===== config.mk =====
export PLATFORM = sky130hd
export DESIGN_NAME = capture_ctrl
export DESIGN_NICKNAME = d
export VERILOG_FILES = /design/src/rtl/capture_pkg.sv /design/src/rtl/cap_addr_cnt.sv /design/src/rtl/capture_ctrl.sv
export SDC_FILE = /design/constraint.sdc
export NUM_CORES = 1
export LEC_CHECK = 0
export ABC_AREA = 1
export CAP_MARGIN = 10
export CORE_UTILIZATION = 35
export CTS_CLUSTER_DIAMETER = 80
export DETAILED_ROUTE_END_ITERATION = 10
export GPL_ROUTABILITY_DRIVEN = 0
export PLACE_DENSITY_LB_ADDON = 0.15
export SLEW_MARGIN = 20
export SYNTH_ARGS = -nofsm -noshare
export SYNTH_HDL_FRONTEND = slang
export SYNTH_SLANG_ARGS = --single-unit

===== constraint.sdc =====
create_clock -name clk -period 3.1 [get_ports clk]
set_clock_uncertainty 0.2 [all_clocks]
set_input_delay 0.31 -clock clk [delete_from_list [all_inputs] [get_ports clk]]
set_output_delay 0.31 -clock clk [all_outputs]
set_load 0.03 [all_outputs]

===== src/rtl/capture_pkg.sv =====
// capture_pkg: state encoding and trigger source bit positions shared by the capture controller
package capture_pkg;

    typedef enum logic [2:0] {IDLE, PRETRIG, ARMED, POSTTRIG, DONE} cap_state_t;

    localparam int TRIG_UART = 0;
    localparam int TRIG_SPI  = 1;
    localparam int TRIG_CHAN = 2;

endpackage


===== src/rtl/cap_addr_cnt.sv =====
// cap_addr_cnt: wrapping sample RAM write pointer with clear and increment
module cap_addr_cnt #(
    parameter int W = 9
) (
    input  logic         clk,
    input  logic         rst,
    input  logic         clr_i,
    input  logic         inc_i,
    output logic [W-1:0] addr_o
);

    logic [W-1:0] addr_q, addr_d;

    assign addr_d = clr_i ? '0 : inc_i ? addr_q + 1'b1 : addr_q;
    assign addr_o = addr_q;

    always_ff @(posedge clk or posedge rst) begin
        if (rst) addr_q <= '0;
        else     addr_q <= addr_d;
    end

endmodule


===== src/rtl/capture_ctrl.sv =====
// capture_ctrl: sequences the sample RAM write pointer through pre-trigger fill,
// armed, post-trigger and done phases from qualified UART/SPI/channel triggers
module capture_ctrl
    import capture_pkg::*;
#(
    parameter int ADDR_W = 9
) (
    input  logic              clk,
    input  logic              rst_n,
    input  logic              run,
    input  logic              sample_en,
    input  logic              UARTtrig,
    input  logic              SPItrig,
    input  logic              chan_trig,
    input  logic [2:0]        trig_src_en,
    input  logic [ADDR_W-1:0] trig_pos,
    input  logic              clr_done,
    output logic              we,
    output logic [ADDR_W-1:0] waddr,
    output logic              armed,
    output logic              triggered,
    output logic [ADDR_W-1:0] trig_addr,
    output logic              capture_done
);

    cap_state_t        state_q, state_d;
    logic [ADDR_W:0]   pre_cnt_q, pre_cnt_d, post_cnt_q, post_cnt_d, pre_lim;
    logic [ADDR_W-1:0] tp_q, tp_d, trig_addr_q, trig_addr_d;
    logic              triggered_q, triggered_d, armed_q, done_q;
    logic [2:0]        trig_vec;
    logic              trig_hit, take_trig;

    assign trig_vec[TRIG_UART] = UARTtrig;
    assign trig_vec[TRIG_SPI]  = SPItrig;
    assign trig_vec[TRIG_CHAN] = chan_trig;
    assign trig_hit  = |(trig_vec & trig_src_en);
    assign take_trig = state_q == ARMED && run && trig_hit;
    // DEPTH - tp, one bit wider so tp=0 yields a full buffer of pre-trigger samples
    assign pre_lim   = {1'b1, {ADDR_W{1'b0}}} - {1'b0, tp_q};

    assign we = sample_en && (state_q == PRETRIG || state_q == ARMED || state_q == POSTTRIG)
                && !(take_trig && tp_q == '0);

    cap_addr_cnt #(.W(ADDR_W)) u_addr (
        .clk    (clk),
        .rst    (rst_n),
        .clr_i  (state_q == IDLE),
        .inc_i  (we),
        .addr_o (waddr)
    );

    always_comb begin
        state_d     = state_q;
        pre_cnt_d   = pre_cnt_q;
        post_cnt_d  = post_cnt_q;
        tp_d        = tp_q;
        triggered_d = triggered_q;
        trig_addr_d = trig_addr_q;
        case (state_q)
            IDLE: begin
                pre_cnt_d   = '0;
                post_cnt_d  = '0;
                triggered_d = 1'b0;
                tp_d        = trig_pos;
                if (run) state_d = PRETRIG;
            end
            PRETRIG: begin
                if (!run) begin
                    state_d     = IDLE;
                    triggered_d = 1'b0;
                end else if (we) begin
                    pre_cnt_d = pre_cnt_q + 1'b1;
                    if (pre_cnt_d == pre_lim) state_d = ARMED;
                end
            end
            ARMED: begin
                if (!run) begin
                    state_d     = IDLE;
                    triggered_d = 1'b0;
                end else if (trig_hit) begin
                    triggered_d = 1'b1;
                    trig_addr_d = waddr;
                    post_cnt_d  = {{ADDR_W{1'b0}}, we};
                    state_d     = post_cnt_d == {1'b0, tp_q} ? DONE : POSTTRIG;
                end
            end
            POSTTRIG: begin
                if (!run) begin
                    state_d     = IDLE;
                    triggered_d = 1'b0;
                end else if (we) begin
                    post_cnt_d = post_cnt_q + 1'b1;
                    if (post_cnt_d == {1'b0, tp_q}) state_d = DONE;
                end
            end
            DONE: begin
                if (clr_done) begin
                    state_d     = IDLE;
                    triggered_d = 1'b0;
                end
            end
            default: state_d = IDLE;
        endcase
    end

    always_ff @(posedge clk or posedge rst_n) begin
        if (rst_n) begin
            state_q     <= IDLE;
            pre_cnt_q   <= '0;
            post_cnt_q  <= '0;
            tp_q        <= '0;
            triggered_q <= 1'b0;
            trig_addr_q <= '0;
            armed_q     <= 1'b0;
            done_q      <= 1'b0;
        end else begin
            state_q     <= state_d;
            pre_cnt_q   <= pre_cnt_d;
            post_cnt_q  <= post_cnt_d;
            tp_q        <= tp_d;
            triggered_q <= triggered_d;
            trig_addr_q <= trig_addr_d;
            armed_q     <= state_d == ARMED;
            done_q      <= state_d == DONE;
        end
    end

    assign armed        = armed_q;
    assign triggered    = triggered_q;
    assign trig_addr    = trig_addr_q;
    assign capture_done = done_q;

endmodule


Word-level counts from Yosys, hierarchy flattened
Index checks and enable logic that the tools add are counted.

storage, ports and cells
  input port bits = 20
  register bits after elaboration = 53
  output and inout port bits = 22

cells by class
  reductions and logical operators = 20
  muxes and demuxes = 27
  eq/ne operators = 18
  add/subtract/negate cells = 4
  bitwise logic cells = 1

operator list
  cell                                                number
  2-to-1 mux 10 bit                                   6
  2-to-1 mux 3 bit                                    11
  case mux 10 bit (3 select lines)                    1
  adder 10 x 1 -> 10 bit (second input constant)      2
  case mux 10 bit (2 select lines)                    1
  2-to-1 mux 9 bit                                    2
  != test 2 bit (second input constant)               8
  case mux 3 bit (5 select lines)                     1
  == test 10 bit                                      1
  == test 10 x 9 -> 1 bit                             1
  subtractor 10 x 9 -> 10 bit (first input constant)  1
  adder 9 x 1 -> 9 bit (second input constant)        1
  == test 1 x 9 -> 1 bit                              1
  == test 3 x 2 -> 1 bit (second input constant)      3
  zero test 9 bit                                     1
  == test 3 bit (second input constant)               2
  AND reduction 3 bit                                 2
  logical AND 1 bit                                   5
  AND reduction 5 bit                                 1
  2-to-1 mux 1 bit                                    4
  case mux 1 bit (4 select lines)                     1
  AND reduction 4 bit                                 1
  nonzero test 2 bit                                  2
  nonzero test 4 bit                                  1
  9 further kinds                                     10

Longest topological paths before layout
Gate-level depths: netlist of the first run.

  word-level depth = 12
  depth in mapped cells = 15
  depth with buffers taken out = 15

By module
A second synthesis of the first run with hierarchy kept.

second synthesis, totals
  cell total of the unflattened synthesis = 500
  area total of the unflattened synthesis = 3,407.0 um2

modules (own cells, without submodules)
  module        area each (um2)  sequential area each (um2)  instances  cells an instance
  capture_ctrl  2,896.5          1,101.1                     1          431
  cap_addr_cnt  510.5            225.2                       1          69

Worst setup path before layout of the first run
OpenSTA, ideal clock, no wires.

  kind = register -> register
  start point = register tp_q[0]
  end point = register u_addr.addr_q[6], in the netlist u_addr.addr_o[6]
  library setup time = 131 ps
  arrival time = 1,874 ps
  required time = 2,769 ps
  setup slack = 895 ps
  stages on the path, launching flop included = 12
  path through = dfrtp_1 > inv_1 > ha_1 > nand3_1 > nor2_1 > ha_1 > nand3_2 > nand2_2 > nor3_1 > nand3_1 > nor3_1 > nor3_1

between the ends
  word-level cells in the longest chain between the ends = 5

RTL lines
  element                              line                 text
  start: declaration                   capture_ctrl.sv:28   logic [ADDR_W-1:0] tp_q, tp_d, trig_addr_q, trig_addr_d;
  start signal: assignment             capture_ctrl.sv:120  tp_q <= tp_d;
  zero test 9 bit                      capture_ctrl.sv:42   && !(take_trig && tp_q == '0);
  logical AND 1 bit                    capture_ctrl.sv:42
  zero test 1 bit                      capture_ctrl.sv:42
  logical AND 1 bit                    capture_ctrl.sv:42
  nonzero test 2 bit (no source line)  -
  end signal: assignment               cap_addr_cnt.sv:19   else addr_q <= addr_d;
  end: declaration                     cap_addr_cnt.sv:12   logic [W-1:0] addr_q, addr_d;

Every way passes these cells.
A chain may end at the register's enable or synchronous reset.

Final worst setup path of the first run
  start point = register tp_q[0]
  end point = output we

between the ends
  word-level cells in the longest chain between the ends = 4

RTL lines
  element            line                text
  zero test 9 bit    capture_ctrl.sv:42
  logical AND 1 bit  capture_ctrl.sv:42
  zero test 1 bit    capture_ctrl.sv:42
  logical AND 1 bit  capture_ctrl.sv:42
  end: declaration   capture_ctrl.sv:18  output logic we,

Every way passes these cells.

==> results of run 1 <==
stage by stage:
stage | hold slack [ns] | util | worst slack, ns | instance area [um2] | instances
final | 0.154 | 0.445 | 0.461 | 3920 | 615
after global routing | 0.170 | 0.445 | 0.283 | 3920 | 615
after CTS | 0.159 | 0.444 | 0.0616 | 3910 | 615
after detailed placement | 0.262 | 0.431 | 0.429 | 3800 | 607
after global placement | 0.260 | 0.431 | 0.503 | 3800 | 607
after floorplan | 0.231 | - | 0.895 | 3220 | 458
synth_stat cells:
master / instances / share of area
o21ai_0: 35 / 0.054
nand3_1: 46 / 0.071
a21oi_1: 4 / 0.0062
o21bai_1: 2 / 0.0047
nor2_1: 42 / 0.049
buf_4: 1 / 0.0023
clkbuf_1: 4 / 0.0047
nand2_1: 139 / 0.16
o211ai_1: 2 / 0.0047
dfrtp_1: 53 / 0.41
o22ai_1: 8 / 0.016
nor3_2: 2 / 0.0062
inv_2: 4 / 0.0047
ha_1: 5 / 0.019
nand2_2: 5 / 0.0097
xnor2_1: 3 / 0.0082
nand4_1: 7 / 0.014
o21ai_1: 2 / 0.0031
nor2_2: 3 / 0.0058
a211oi_1: 2 / 0.0047
nand3_2: 4 / 0.012
a31oi_1: 1 / 0.0019
o31ai_1: 5 / 0.012
buf_2: 1 / 0.0016
nor2_4: 2 / 0.0070
xor2_1: 8 / 0.022
nor3_1: 7 / 0.011
inv_1: 61 / 0.071
report_power, final:
group          switching [mW]  total, mW  internal (mW)
sequential             0.0441      0.776          0.731
clock                   0.257      0.504          0.247
combinational           0.274      0.431          0.157
tightest hold or removal path: cells and delay by family:
kind	cells	cell delay, ns
buffers and inverters	3	0.76
layer usage:
metal | GRT usage | part of all wire | vias to the layer above
met1 | 0.231 | 0.50 | 1403
met3 | 0.0272 | 0.025 | 2
li1 | - | - | 1573
met4 | 0.0420 | 0.0050 | 0
met5 | 0 | 0 | -
met2 | 0.297 | 0.47 | 43
cell type report:
class | instances | area, um2 | share of cell area
multi-input cells | 334 | 1620 | 0.415
flip-flops and latches | 53 | 1330 | 0.339
repair buffers | 47 | 470 | 0.120
inverters | 65 | 244 | 0.0623
well taps | 108 | 135 | 0.0345
clock buffers | 5 | 68.8 | 0.0176
clock inverters | 3 | 47.5 | 0.0121
cell families after synthesis:
logic type	count (synthesis)	share of synthesized area
AND/OR/NAND/NOR	257	0.348
buffers and inverters	71	0.0843
AO/OA/AOI/OAI	61	0.107
flip-flops	53	0.412
XOR/XNOR	11	0.0299
adder cells (fa/ha/maj)	5	0.0194
registers in the layout, indices dropped and copies added (netlist names):
register,count
armed,1
capture_done,1
post_cnt_q,10
pre_cnt_q,10
state_q,3
tp_q,9
trig_addr,9
triggered,1
u_addr.addr_o,9
layout by cell type (no fill, tap or decap), types with 7 or more instances in the layout:
cell type        synthesis  routed
o22ai_1                  8       8
xor2_1                   8       8
nand4_1                  7       7
dfrtp_1                 53      53
inv_1                   61      60
nor3_1                   7       7
nand3_1                 46      46
o21ai_0                 35      35
clkdlybuf4s50_1          0      40
nand2_1                139     139
nor2_1                  42      42
timing repair:
action,CTS,global route
gates resized for setup,0,1
setup buffers,0,0
setup endpoints to repair,0,1
final timing paths:
path	start	endpoint	slack (ns)	cells past startpoint
min in group clk	trig_addr[4]	trig_addr[4]	0.28	2
setup reg to reg	tp_q[0]	u_addr.addr_o[6]	0.52	12
hold / removal	rst_n	pre_cnt_q[8]	0.15	3
hold reg to reg	trig_addr[4]	trig_addr[4]	0.28	2
setup / recovery	tp_q[0]	we	0.46	9
max in group asynchronous	rst_n	state_q[0]	2.31	3
==> flow_summary.html, run 1 <==
<table>
<tr><th>Metric</th><th>Value</th></tr>
<tr><th colspan="2">Setup path</th></tr>
<tr><td>Category of the most critical setup path</td><td>reg -&gt; out</td></tr>
<tr><td>Crit path max fanout</td><td>6</td></tr>
<tr><td>Arrival time worst endpoint</td><td>2.13 ns</td></tr>
<tr><td>Cells traversed along the worst timing path</td><td>inv_1, ha_1, nand3_1, nor2_1, ha_1, nand3_2, nand2_2, inv_2, dlymetal6s2s_1</td></tr>
<tr><td>Maximum single-stage delay on the critical path</td><td>0.44 ns</td></tr>
<tr><td>CP endpoint kind</td><td>primary output</td></tr>
<tr><td>WP data required</td><td>2.59 ns</td></tr>
<tr><td>Critical path buffers and inverters</td><td>3</td></tr>
<tr><td>Standard cell with the maximum stage delay on the critical path</td><td>dfrtp_1</td></tr>
<tr><td>Top delay family on crit path</td><td>buffers and inverters</td></tr>
<tr><td>Critical path launch point type</td><td>register</td></tr>
<tr><td>Cell occurring most often along the worst timing path</td><td>ha_1</td></tr>
<tr><th colspan="2">Detailed routing</th></tr>
<tr><td>Number of search-and-repair iterations in the first detailed-routing pass</td><td>7</td></tr>
<tr><td>First-iteration detailed-routing DRC count</td><td>138</td></tr>
<tr><td>Via density per instance</td><td>4.91</td></tr>
<tr><td>Total number of vias</td><td>3021</td></tr>
<tr><td>Routed wire length</td><td>8020 um</td></tr>
<tr><td>Drt wl/cell</td><td>13.0 um</td></tr>
<tr><td>Residual DRC count</td><td>2</td></tr>
<tr><td>Number of routed nets with antenna violations</td><td>0</td></tr>
<tr><th colspan="2">CTS</th></tr>
<tr><td>Clock transition at the registers of the reported paths</td><td>0.11 ns</td></tr>
<tr><td>Clock tree root buffer cell</td><td>clkbuf_8</td></tr>
<tr><td>Number of buffers added by the clock tree synthesis step</td><td>5</td></tr>
<tr><td>CTS sink cnt</td><td>53</td></tr>
<tr><td>Insertion delay of the later-clocked pin in the worst-skew pair</td><td>0.31 ns</td></tr>
<tr><td>CTS H-tree lvls</td><td>2</td></tr>
<tr><td>CTS tree</td><td>built</td></tr>
<tr><td>Number of buffers inserted for hold repair after clock tree synthesis</td><td>0</td></tr>
<tr><td>Buffer levels on the longest clock path</td><td>2</td></tr>
<tr><th colspan="2">GRT</th></tr>
<tr><td>Pin count of the biggest net entering global routing</td><td>54</td></tr>
<tr><td>Remaining Overflow, GRT</td><td>0</td></tr>
<tr><td>Total routing resource utilization after global routing</td><td>0.174</td></tr>
<tr><td>First-pass GRT wire length</td><td>13500 um</td></tr>
<tr><td>Number of antenna violations at the first check in global routing</td><td>0</td></tr>
<tr><td>Number of global-route vias before repair</td><td>2928</td></tr>
<tr><th colspan="2">Pwr</th></tr>
<tr><td>Power density relative to cell area</td><td>437 nW/um2</td></tr>
<tr><td>Static Leakage</td><td>1.83 nW</td></tr>
<tr><td>Pwr Total</td><td>1.71 mW</td></tr>
<tr><td>Worst voltage drop across the vdd grid</td><td>0.225 mV</td></tr>
<tr><th colspan="2">Worst hold path</th></tr>
<tr><td>Worst min path class</td><td>in -&gt; async</td></tr>
<tr><th colspan="2">STA</th></tr>
<tr><td>Least-Margin Pin Slew</td><td>0.438 ns</td></tr>
<tr><td>Worst max-slew margin expressed relative to the limit</td><td>0.705</td></tr>
<tr><td>Setup repair after global routing missed its margin</td><td>false</td></tr>
<tr><td>Total negative slack for setup checks</td><td>0 ns</td></tr>
<tr><td>Final Max Slew Viols</td><td>0</td></tr>
<tr><td>Count of final setup violators</td><td>0</td></tr>
<tr><td>Final count of hold timing violations</td><td>0</td></tr>
<tr><td>Max frequency</td><td>0.379 GHz</td></tr>
<tr><td>Final Critical Period</td><td>2.64 ns</td></tr>
<tr><td>Post-route fraction of the period consumed by the critical path</td><td>0.851</td></tr>
<tr><th colspan="2">Logic synthesis</th></tr>
<tr><td>Sequential cell area fraction in the yosys report</td><td>0.412</td></tr>
<tr><td>Yosys synthesis warning count</td><td>0</td></tr>
<tr><td>Netlist area before placement</td><td>3220 um2</td></tr>
<tr><td>Net count of the mapped netlist</td><td>483</td></tr>
<tr><td>Mean post-synth cell area</td><td>7.03 um2</td></tr>
<tr><td>Flops &amp; latches, synth</td><td>53</td></tr>
<tr><td>Cell count after synthesis</td><td>458</td></tr>
<tr><td>Number of different library cells in the post-synthesis netlist</td><td>28</td></tr>
<tr><th colspan="2">Job</th></tr>
<tr><td>Max capacitance violation total</td><td>0</td></tr>
<tr><th colspan="2">Final layout</th></tr>
<tr><td>Ratio of cells with drive above 1 in the final layout</td><td>0.0690</td></tr>
<tr><td>Final net count</td><td>531</td></tr>
<tr><td>Diodes inserted</td><td>0</td></tr>
<tr><td>Synth-to-layout area growth</td><td>21.6%</td></tr>
<tr><td>Filler cell count</td><td>893</td></tr>
<tr><th colspan="2">Die</th></tr>
<tr><td>Width of the chip</td><td>97.9 um</td></tr>
<tr><td>Standard cell core area</td><td>8810 um2</td></tr>
<tr><td>Starting density of the core</td><td>0.366</td></tr>
<tr><td>Height of the die</td><td>97.9 um</td></tr>
<tr><td>Number of top-level pins</td><td>42</td></tr>
<tr><td>Die area</td><td>9590 um2</td></tr>
<tr><td>Core Rows</td><td>34</td></tr>
<tr><th colspan="2">Placed design</th></tr>
<tr><td>Detailed placer's ending HPWL</td><td>6060 um</td></tr>
<tr><td>Port bufs</td><td>41</td></tr>
<tr><th colspan="2">Run status</th></tr>
<tr><td>Violations in the final reports</td><td>design-rule violations</td></tr>
<tr><td>Outcome</td><td>finished with violations</td></tr>
</table>
(Power assumes the default switching activity.)
==> run 2, diff against run 1 <==
--- a/config.mk
+++ b/config.mk
@@ -6,7 +6,7 @@
 export NUM_CORES = 1
 export LEC_CHECK = 0
 export ABC_AREA = 1
-export CAP_MARGIN = 10
+export CAP_MARGIN = 15
 export CORE_UTILIZATION = 35
 export CTS_CLUSTER_DIAMETER = 80
 export DETAILED_ROUTE_END_ITERATION = 10
==> results of run 2 <==
Same layout as run 1: the final DEF is identical, and so are final timing and power.
==> run 3, diff against run 2 <==
--- a/config.mk
+++ b/config.mk
@@ -15,4 +15,5 @@
 export SLEW_MARGIN = 20
 export SYNTH_ARGS = -nofsm -noshare
 export SYNTH_HDL_FRONTEND = slang
+export SYNTH_HIERARCHICAL = 1
 export SYNTH_SLANG_ARGS = --single-unit
==> run 3 against run 2 <==
Against the previous run: the run now ends clean; die area is 5.6% higher; core utilization is 0.50 points lower; worst hold slack worse by 0.031 ns; first-iteration DRC count stayed put; critical path depth is 2 higher; global-route usage is 1.0 points higher; flip-flop and latch count stayed put; area after synthesis is 5.7% higher; largest cell class unchanged; highest routed layer unchanged.
==> flow_summary.html, run 3 <==
<table>
<tr><th>Metric</th><th>Value</th></tr>
<tr><th colspan="2">Run status</th></tr>
<tr><td>Outcome</td><td>complete, no violations</td></tr>
<tr><th colspan="2">Pwr</th></tr>
<tr><td>Power density relative to cell area</td><td>410 nW/um2</td></tr>
<tr><td>Worst voltage drop across the vdd grid</td><td>0.223 mV</td></tr>
<tr><td>Pwr Total</td><td>1.68 mW</td></tr>
<tr><td>Static Leakage</td><td>1.91 nW</td></tr>
<tr><th colspan="2">Detailed routing</th></tr>
<tr><td>First-iteration detailed-routing DRC count</td><td>138</td></tr>
<tr><td>Via density per instance</td><td>4.78</td></tr>
<tr><td>Residual DRC count</td><td>0</td></tr>
<tr><td>Number of search-and-repair iterations in the first detailed-routing pass</td><td>5</td></tr>
<tr><td>Total number of vias</td><td>3232</td></tr>
<tr><td>Routed wire length</td><td>8690 um</td></tr>
<tr><td>Drt wl/cell</td><td>12.9 um</td></tr>
<tr><td>Number of routed nets with antenna violations</td><td>0</td></tr>
<tr><th colspan="2">STA</th></tr>
<tr><td>Final Max Slew Viols</td><td>0</td></tr>
<tr><td>Final Worst Setup Slack</td><td>0.227 ns</td></tr>
<tr><td>Final count of hold timing violations</td><td>0</td></tr>
<tr><td>Worst max-slew margin expressed relative to the limit</td><td>0.446</td></tr>
<tr><td>Final Critical Period</td><td>2.87 ns</td></tr>
<tr><td>Least-Margin Pin Slew</td><td>0.824 ns</td></tr>
<tr><td>Count of final setup violators</td><td>0</td></tr>
<tr><td>Max frequency</td><td>0.348 GHz</td></tr>
<tr><td>Post-route fraction of the period consumed by the critical path</td><td>0.927</td></tr>
<tr><th colspan="2">GRT</th></tr>
<tr><td>Total routing resource utilization after global routing</td><td>0.184</td></tr>
<tr><td>Number of antenna violations at the first check in global routing</td><td>0</td></tr>
<tr><td>First-pass GRT wire length</td><td>14700 um</td></tr>
<tr><td>Number of global-route vias before repair</td><td>3125</td></tr>
<tr><td>Remaining Overflow, GRT</td><td>0</td></tr>
<tr><td>Pin count of the biggest net entering global routing</td><td>45</td></tr>
<tr><th colspan="2">Die</th></tr>
<tr><td>Die area</td><td>10100 um2</td></tr>
<tr><td>Standard cell core area</td><td>9330 um2</td></tr>
<tr><td>Height of the die</td><td>101 um</td></tr>
<tr><td>Width of the chip</td><td>101 um</td></tr>
<tr><td>Number of top-level pins</td><td>42</td></tr>
<tr><td>Core Rows</td><td>35</td></tr>
<tr><td>Starting density of the core</td><td>0.365</td></tr>
<tr><th colspan="2">Setup path</th></tr>
<tr><td>Arrival time worst endpoint</td><td>2.36 ns</td></tr>
<tr><td>Critical path launch point type</td><td>register</td></tr>
<tr><td>Crit path max fanout</td><td>8</td></tr>
<tr><td>CP endpoint kind</td><td>primary output</td></tr>
<tr><td>Category of the most critical setup path</td><td>reg -&gt; out</td></tr>
<tr><td>WP data required</td><td>2.59 ns</td></tr>
<tr><th colspan="2">Final layout</th></tr>
<tr><td>Filler cell count</td><td>984</td></tr>
<tr><td>Most frequent standard cell in the layout excluding fill and tap cells</td><td>nand2_1</td></tr>
<tr><td>Diodes inserted</td><td>0</td></tr>
<tr><td>Synth-to-layout area growth</td><td>20.4%</td></tr>
<tr><td>Leading registers by flop count</td><td>post_cnt_q x10, pre_cnt_q x10</td></tr>
<tr><td>Ratio of cells with drive above 1 in the final layout</td><td>0.0841</td></tr>
<tr><td>Final net count</td><td>571</td></tr>
<tr><td>Commonest cells after routing, fill and taps aside</td><td>nand2_1, inv_1, dfrtp_1</td></tr>
<tr><th colspan="2">CTS</th></tr>
<tr><td>Clock tree root buffer cell</td><td>clkbuf_8</td></tr>
<tr><td>Clock transition at the registers of the reported paths</td><td>0.10 ns</td></tr>
<tr><td>Number of buffers added by the clock tree synthesis step</td><td>5</td></tr>
<tr><td>CTS H-tree lvls</td><td>2</td></tr>
<tr><td>Buffer levels on the longest clock path</td><td>2</td></tr>
<tr><td>CTS sink cnt</td><td>53</td></tr>
<tr><td>Number of buffers inserted for hold repair after clock tree synthesis</td><td>0</td></tr>
<tr><td>CTS tree</td><td>built</td></tr>
<tr><td>Insertion delay of the later-clocked pin in the worst-skew pair</td><td>0.31 ns</td></tr>
<tr><th colspan="2">Logic synthesis</th></tr>
<tr><td>Net count of the mapped netlist</td><td>525</td></tr>
<tr><td>Sequential cell area fraction in the yosys report</td><td>0.389</td></tr>
<tr><td>EDFF count, synth</td><td>0</td></tr>
<tr><td>Yosys synthesis warning count</td><td>6</td></tr>
<tr><td>Flops &amp; latches, synth</td><td>53</td></tr>
<tr><td>Ranking of synthesized cells by instance count</td><td>nand2_1, inv_1, dfrtp_1, nor2_1, nand3_1</td></tr>
<tr><td>Number of different library cells in the post-synthesis netlist</td><td>32</td></tr>
<tr><td>Library cell with the largest summed area after synthesis</td><td>dfrtp_1</td></tr>
<tr><td>Cell count after synthesis</td><td>500</td></tr>
<tr><td>Netlist area before placement</td><td>3410 um2</td></tr>
<tr><td>Top cell type's share of synthesized area</td><td>0.389</td></tr>
<tr><td>Leading register cell type out of synthesis</td><td>dfrtp_1</td></tr>
<tr><td>Mean post-synth cell area</td><td>6.81 um2</td></tr>
<tr><td>Cell with the most instances after synthesis</td><td>nand2_1</td></tr>
<tr><td>Asr flop ratio synth</td><td>1.00</td></tr>
<tr><td>Largest cells by area after synthesis</td><td>dfrtp_1, nand2_1, inv_1</td></tr>
<tr><th colspan="2">Placed design</th></tr>
<tr><td>Port bufs</td><td>41</td></tr>
<tr><td>Pre-CTS setup slack</td><td>0.261 ns</td></tr>
<tr><td>Detailed placer's ending HPWL</td><td>6630 um</td></tr>
<tr><th colspan="2">Worst hold path</th></tr>
<tr><td>Worst min path class</td><td>in -&gt; async</td></tr>
<tr><th colspan="2">Job</th></tr>
<tr><td>Max capacitance violation total</td><td>0</td></tr>
</table>
[run 3: changes by cell type in the layout (fill, tap and decap cells not counted), moves of 3 or more]
cell	before	now
inv_1	60	57
o21ai_0	35	24
nand2_1	139	181
xor2_1	8	3
o21ai_1	2	8
nand3_2	4	7
nand4_1	7	13
nor2_1	42	46
nand3_1	46	38
nor2_4	2	6
nand3b_1	0	3
clkinv_1	0	3
[run 3: worst max-delay path, stage by stage (launching register included)]
cell           delay, ns
dfrtp_2             0.46
inv_2               0.12
ha_1                0.19
inv_1               0.07
nor2_2              0.14
nand2_1             0.08
nor3_1              0.15
ha_1                0.19
nand3_2             0.09
nand2_4             0.12
inv_4               0.08
dlygate4sd2_1       0.36
[run 3: kinds of logic (layout without fill, tap and decap cells)]
group           count (synthesis)  after routing  synth area share
xor+xnor                        5              5            0.0129
fa+ha+maj                       5              5            0.0184
compound gates                 51             51            0.0848
buf+inv                        72            119            0.0815
simple gates                  314            314             0.413
flops                          53             53             0.389
[run 3: per-stage QoR]
| stage | TNS (ns) | hold WS (ns) | util | cell area (um2) | cells |
|---|---|---|---|---|---|
| finish | 0 | 0.122 | 0.440 | 4100 | 676 |
| global route | -0.000943 | 0.138 | 0.440 | 4100 | 676 |
| CTS | 0 | 0.114 | 0.439 | 4100 | 676 |
| detailed placement | 0 | 0.266 | 0.426 | 3980 | 668 |
| global placement | 0 | 0.258 | 0.426 | 3980 | 668 |
| floorplan | 0 | -0.0621 | - | 3410 | 500 |
[run 3: timing repair]
item                                    CTS  global route
pin swaps                                 0             0
resized for setup                         1             3
setup buffers                             0             0
endpoints found under the setup margin    1             3
hold endpoints to repair                  0             0
cloned                                    0             0
[run 3: routing by layer]
metal  global-route usage  vias to the layer above  wire [um]
met3               0.0368                       10        348
met5                    0                        -          0
met2                0.318                       49       4260
li1                     -                     1691          -
met1                0.234                     1482       3980
met4               0.0513                        0         98
[run 3: final cells by class]
class	count	area [um2]	share of cell area
Multi-Input combinational cell	375	1810	0.440
Clock buffer	6	82.6	0.0201
Tap cell	129	161	0.0394
Clock inverter	2	37.5	0.00915
Inverter	67	255	0.0622
Sequential cell	53	1330	0.324
Timing Repair Buffer	44	432	0.105
[run 3: power by group]
group	internal (mW)	switching [mW]	leakage (nW)	total (mW)
clock network	0.263	0.237	0.0574	0.500
logic	0.140	0.271	1.14	0.411
registers	0.723	0.0483	0.720	0.771
total	1.13	0.557	1.91	1.68
[run 3: worst paths after layout]
check,startpoint,to,slack [ns],cells past startpoint
worst min-delay path,rst_n,u_addr/addr_o[4],0.12,2
worst min register to register,trig_addr[0],trig_addr[0],0.28,2
worst max-delay path,tp_q[0],we,0.23,11
worst max register to register,tp_q[0],pre_cnt_q[3],0.37,14
max in group asynchronous,rst_n,tp_q[0],1.91,2
min in group clk,trig_addr[0],trig_addr[0],0.28,2
==> RTL edit 1 (config.mk and constraints of run 2) <==
Take the reset off `tp_q` and `trig_addr_q` and load them in a clocked block of their own.
--- a/src/rtl/capture_ctrl.sv
+++ b/src/rtl/capture_ctrl.sv
@@ -108,21 +108,22 @@
             state_q     <= IDLE;
             pre_cnt_q   <= '0;
             post_cnt_q  <= '0;
-            tp_q        <= '0;
             triggered_q <= 1'b0;
-            trig_addr_q <= '0;
             armed_q     <= 1'b0;
             done_q      <= 1'b0;
         end else begin
             state_q     <= state_d;
             pre_cnt_q   <= pre_cnt_d;
             post_cnt_q  <= post_cnt_d;
-            tp_q        <= tp_d;
             triggered_q <= triggered_d;
-            trig_addr_q <= trig_addr_d;
             armed_q     <= state_d == ARMED;
             done_q      <= state_d == DONE;
         end
+    end
+
+    always_ff @(posedge clk) begin
+        tp_q        <= tp_d;
+        trig_addr_q <= trig_addr_d;
     end
 
     assign armed        = armed_q;
Function: differs if rst_n is asserted again (counterexample within 4 cycles, from zero or initial values and one cycle with rst_n high); with rst_n held inactive, the same outputs for 10 cycles.
==> RTL edit 1 against run 2 <==
Routed wire length fell by 6.3%. Core utilization is 0.56 points lower. Synthesized cell count shrank 9.2%. Count of clock-buffer cells in the layout stayed put. Setup slack worse by 180 ps. Sequential power up 2%. First-iteration DRC count is 21% lower. Final cell count down 6.5%. Sequential cell count stayed put. Total power decreased by 13%. Synthesized area shrank 1.3%. Critical path type unchanged. Die area down 1.3%. Final area shrank 1.7%. Largest cell class unchanged. Register-to-register slack improved by 90 ps.
==> RTL edit 1: results (changes against run 2) <==
grt_max_degree: 36  # was 54
synth_edf_count: 18  # was 0
run_status: "completed"  # was finished, violations left
synth_common_cells: "nand2_1, nand3_1, inv_1"  # was nand2_1, inv_1, dfrtp_1
met3_usage: 0.0245  # was 0.0272
reg2reg_from: "tp_q[0]"  # unchanged
synth_cell_types: 36  # was 28
place_ws_ps: 365  # was 429 ps
n_fill_cell: 913  # was 893
routed-wl-met3_microns: 169  # was 203 microns
globalRouteMet2Util: 0.283  # was 0.297
clockBufferDepth: 2  # unchanged
grt_pass1_wl_microns: 13200  # was 13500 microns
fin_nets: 491  # was 531
grtUsageMet1: 0.236  # was 0.231
fmax_ghz: 0.355  # was 0.379 GHz
power_leakage_nw: 1.73  # was 1.83 nW
post_cts_resized: 1  # was 0
vias: 2774  # was 3021
drtIter0Drc: 109  # was 138
ff2ff_setup_slack_ps: 610  # was 520 ps
yosysSeqAreaShare: 0.445  # was 0.412
worstReg2RegEnd: "post_cnt_q[2]"  # was u_addr.addr_o[6]
clk_latency_ps: 320
grt_pass1_vias: 2725  # was 2928
drive_above_1_share: 0.103  # was 0.0690
nNonClkInverters: 56  # was 65
dieArea_sq_um: 9470  # was 9590 sq um
syn_nets: 441  # was 483
clk_pin_slew_ps: 110  # about the same
switching_share: 0.316  # was 0.336
path_max_fanout: 10  # was 6
post-dp-hpwl_microns: 5770  # was 6060 microns
ys.flop_type: "dfrtp_1"  # unchanged
critical_path_class: "flop to primary output"  # unchanged
sh_seq_area: 0.368  # was 0.339
async_flop_share: 0.660  # was 1.00
ys_top_cells_by_area: "dfrtp_1, edfxtp_1, nand2_1"  # was dfrtp_1, nand2_1, nand3_1
signal_buffer_area_fraction: 0.118  # was 0.120
timing.slew.headroom: 0.643  # was 0.705
antenna_cells: 0  # unchanged
place_area_sq_um: 3740  # was 3800 sq um
track_usage: 0.172  # was 0.174
ir_worst_vdd_mv: 0.190  # was 0.225 mV
yosysWarnings: 0  # unchanged
nMultiInputCombCells: 303  # was 334
cp.arrival_ps: 2310  # was 2130 ps
drt-met1-wl_microns: 3670  # was 4000 microns
multi_input_area_share: 0.398  # was 0.415
whs_ps: 188  # was 154 ps
buffers_excl_clock: 47  # unchanged
critPathMaxStageDelay_ps: 450
reg2regPathDepth: 15  # was 12
met2_length_microns: 3590  # was 3780 microns
wl_microns: 7510  # was 8020 microns
critPathSlowestCell: "edfxtp_1"  # was dfrtp_1
clk_share: 0.0254  # was 0.0297
area_growth_syn_to_layout_pct: 21.0  # was 21.6%
dr.pass1.iters: 4  # was 7
-- RTL edit 1: changes by cell type after synthesis, sizes merged, moves of 2 or more --
| cell | run 2 | this run |
|---|---|---|
| clkbuf | 4 | 1 |
| edfxtp | 0 | 18 |
| nand3 | 50 | 55 |
| nor2 | 47 | 49 |
| a21oi | 4 | 9 |
| nor3 | 9 | 4 |
| nand2 | 144 | 131 |
| dfrtp | 53 | 35 |
| o211ai | 2 | 0 |
| o21ai | 37 | 18 |
| xor2 | 8 | 5 |
| inv | 65 | 56 |
-- RTL edit 1: stage by stage --
stage / util / std cells
2_1_floorplan: - / 416
3_3_place_gp: 0.427 / 566
3_5_place_dp: 0.427 / 566
4_1_cts: 0.438 / 574
5_1_grt: 0.439 / 575
6_report: 0.439 / 575
-- RTL edit 1: power by group through the flow --
stage,registers [mW],clock network [mW],logic (mW)
2_1_floorplan,0.801,0,0.176
3_3_place_gp,0.804,0,0.269
3_5_place_dp,0.804,0,0.271
4_1_cts,0.790,0.453,0.271
5_1_grt,0.794,0.473,0.310
6_report,0.789,0.436,0.270
-- RTL edit 1: critical path: cells and delay by family, from the launching register on --
| kind | cells | cell delay, ps |
|---|---|---|
| buf+inv | 4 | 620 |
| simple gates | 5 | 550 |
| flops | 1 | 450 |
| fa+ha+maj | 2 | 370 |
-- RTL edit 1: how the worst max path moves through the flow --
stage,endpoint,cells after the start
detailed placement,we,11
finish,we,11
floorplan,capture_done,16
global placement,we,11
CTS,we,11
global route,we,11
-- RTL edit 1: kinds of logic (layout without fill, tap and decap cells) --
family	Yosys count	after routing	share of synthesized area
AND/OR/NAND/NOR	248	248	0.363
buffers and inverters	60	111	0.0736
flip-flops	53	53	0.445
AO/OA/AOI/OAI	43	43	0.0795
XOR/XNOR	7	7	0.0193
adder cells (fa/ha/maj)	5	5	0.0197
==> RTL edit 2 (config.mk and constraints of run 2) <==
Without the edit above. The parameter `ADDR_W` goes from 9 to 8.
--- a/src/rtl/capture_ctrl.sv
+++ b/src/rtl/capture_ctrl.sv
@@ -3,7 +3,7 @@
 module capture_ctrl
     import capture_pkg::*;
 #(
-    parameter int ADDR_W = 9
+    parameter int ADDR_W = 8
 ) (
     input  logic              clk,
     input  logic              rst_n,
Ports: changed (resized trig_addr, trig_pos and waddr); port bits go from 42 to 39. No check against the original RTL was run, so the function may have changed too.
==> RTL edit 2 against run 2 <==
Synthesized area fell by 4.2%. Routed wire length shrank 6.9%. Synthesized cell count shrank 3.7%. Clock power up 6.5%. Total power shrank 0.97%. Maximum frequency decreased by 8.1%. Sequential cell count shrank 5. Largest cell class unchanged. Setup slack worse by 230 ps. Sequential power is 7.1% lower. Final area fell by 5.7%.
==> RTL edit 2: results (changes against run 2) <==
cts.sinks: 48  # was 53
nNonClkInverters: 61  # was 65
buffers_excl_clock: 41  # was 47
yosysSeqAreaShare: 0.389  # was 0.412
syn_nets: 464  # was 483
nMultiInputCombCells: 324  # was 334
place_inst: 579  # was 607
wl_per_cell_microns: 12.7  # was 13.0 microns
n_fill_cell: 889  # was 893
power_clock_mw: 0.537  # was 0.504 mW
io_buffer_count: 38  # was 41
timing.slew.headroom: 0.579  # was 0.705
area_growth_syn_to_layout_pct: 19.7  # was 21.6%
intPower_mw: 1.14  # about the same
run_status: "completed"  # was finished, violations left
signal_buffer_area_fraction: 0.109  # was 0.120
track_usage: 0.178  # was 0.174
ir_worst_vdd_mv: 0.223  # was 0.225 mV
switching_share: 0.327  # was 0.336
fin_cells: 586  # was 615
critPathSlowestCell: "clkdlybuf4s50_1"  # was dfrtp_1
grt_max_degree: 49  # was 54
seq_power_share: 0.426  # was 0.454
drtIter0Drc: 93  # was 138
synthXorXnorAreaFrac: 0.0170  # was 0.0299
reg2regPathDepth: 10  # was 12
power_leakage_nw: 1.74  # was 1.83 nW
vias_per_cell: 4.80  # was 4.91
syn_area_per_cell_sq_um: 7.00  # was 7.03 sq um
place_ws_ps: 532  # was 429 ps
==> RTL edit 2: cell types whose count changed after synthesis, sizes merged, moves of 2 or more <==
cell,before,now
nand2,144,157
nand3,50,41
o21ai,37,30
dfrtp,53,48
inv,65,60
xor2,8,4
buf,2,5
a211oi,2,0
nor3,9,7
==> RTL edit 2: metal layers <==
layer	routed length [microns]	vias to the layer above	track usage
li1	-	1487	-
met3	262	12	0.0300
met2	3440	42	0.296
met4	138	0	0.0659
met1	3630	1274	0.230
met5	0	-	0
==> RTL edit 2: final timing paths <==
path | startpoint | endpoint | slack (ps)
worst max-delay path | tp_q[0] | we | 230
worst min-delay path | rst_n | pre_cnt_q[5] | 280
worst max register to register | tp_q[0] | pre_cnt_q[6] | 610
worst min register to register | trig_addr[7] | trig_addr[7] | 290
max in group asynchronous | rst_n | u_addr.addr_o[2] | 2000
min in group clk | trig_addr[7] | trig_addr[7] | 290
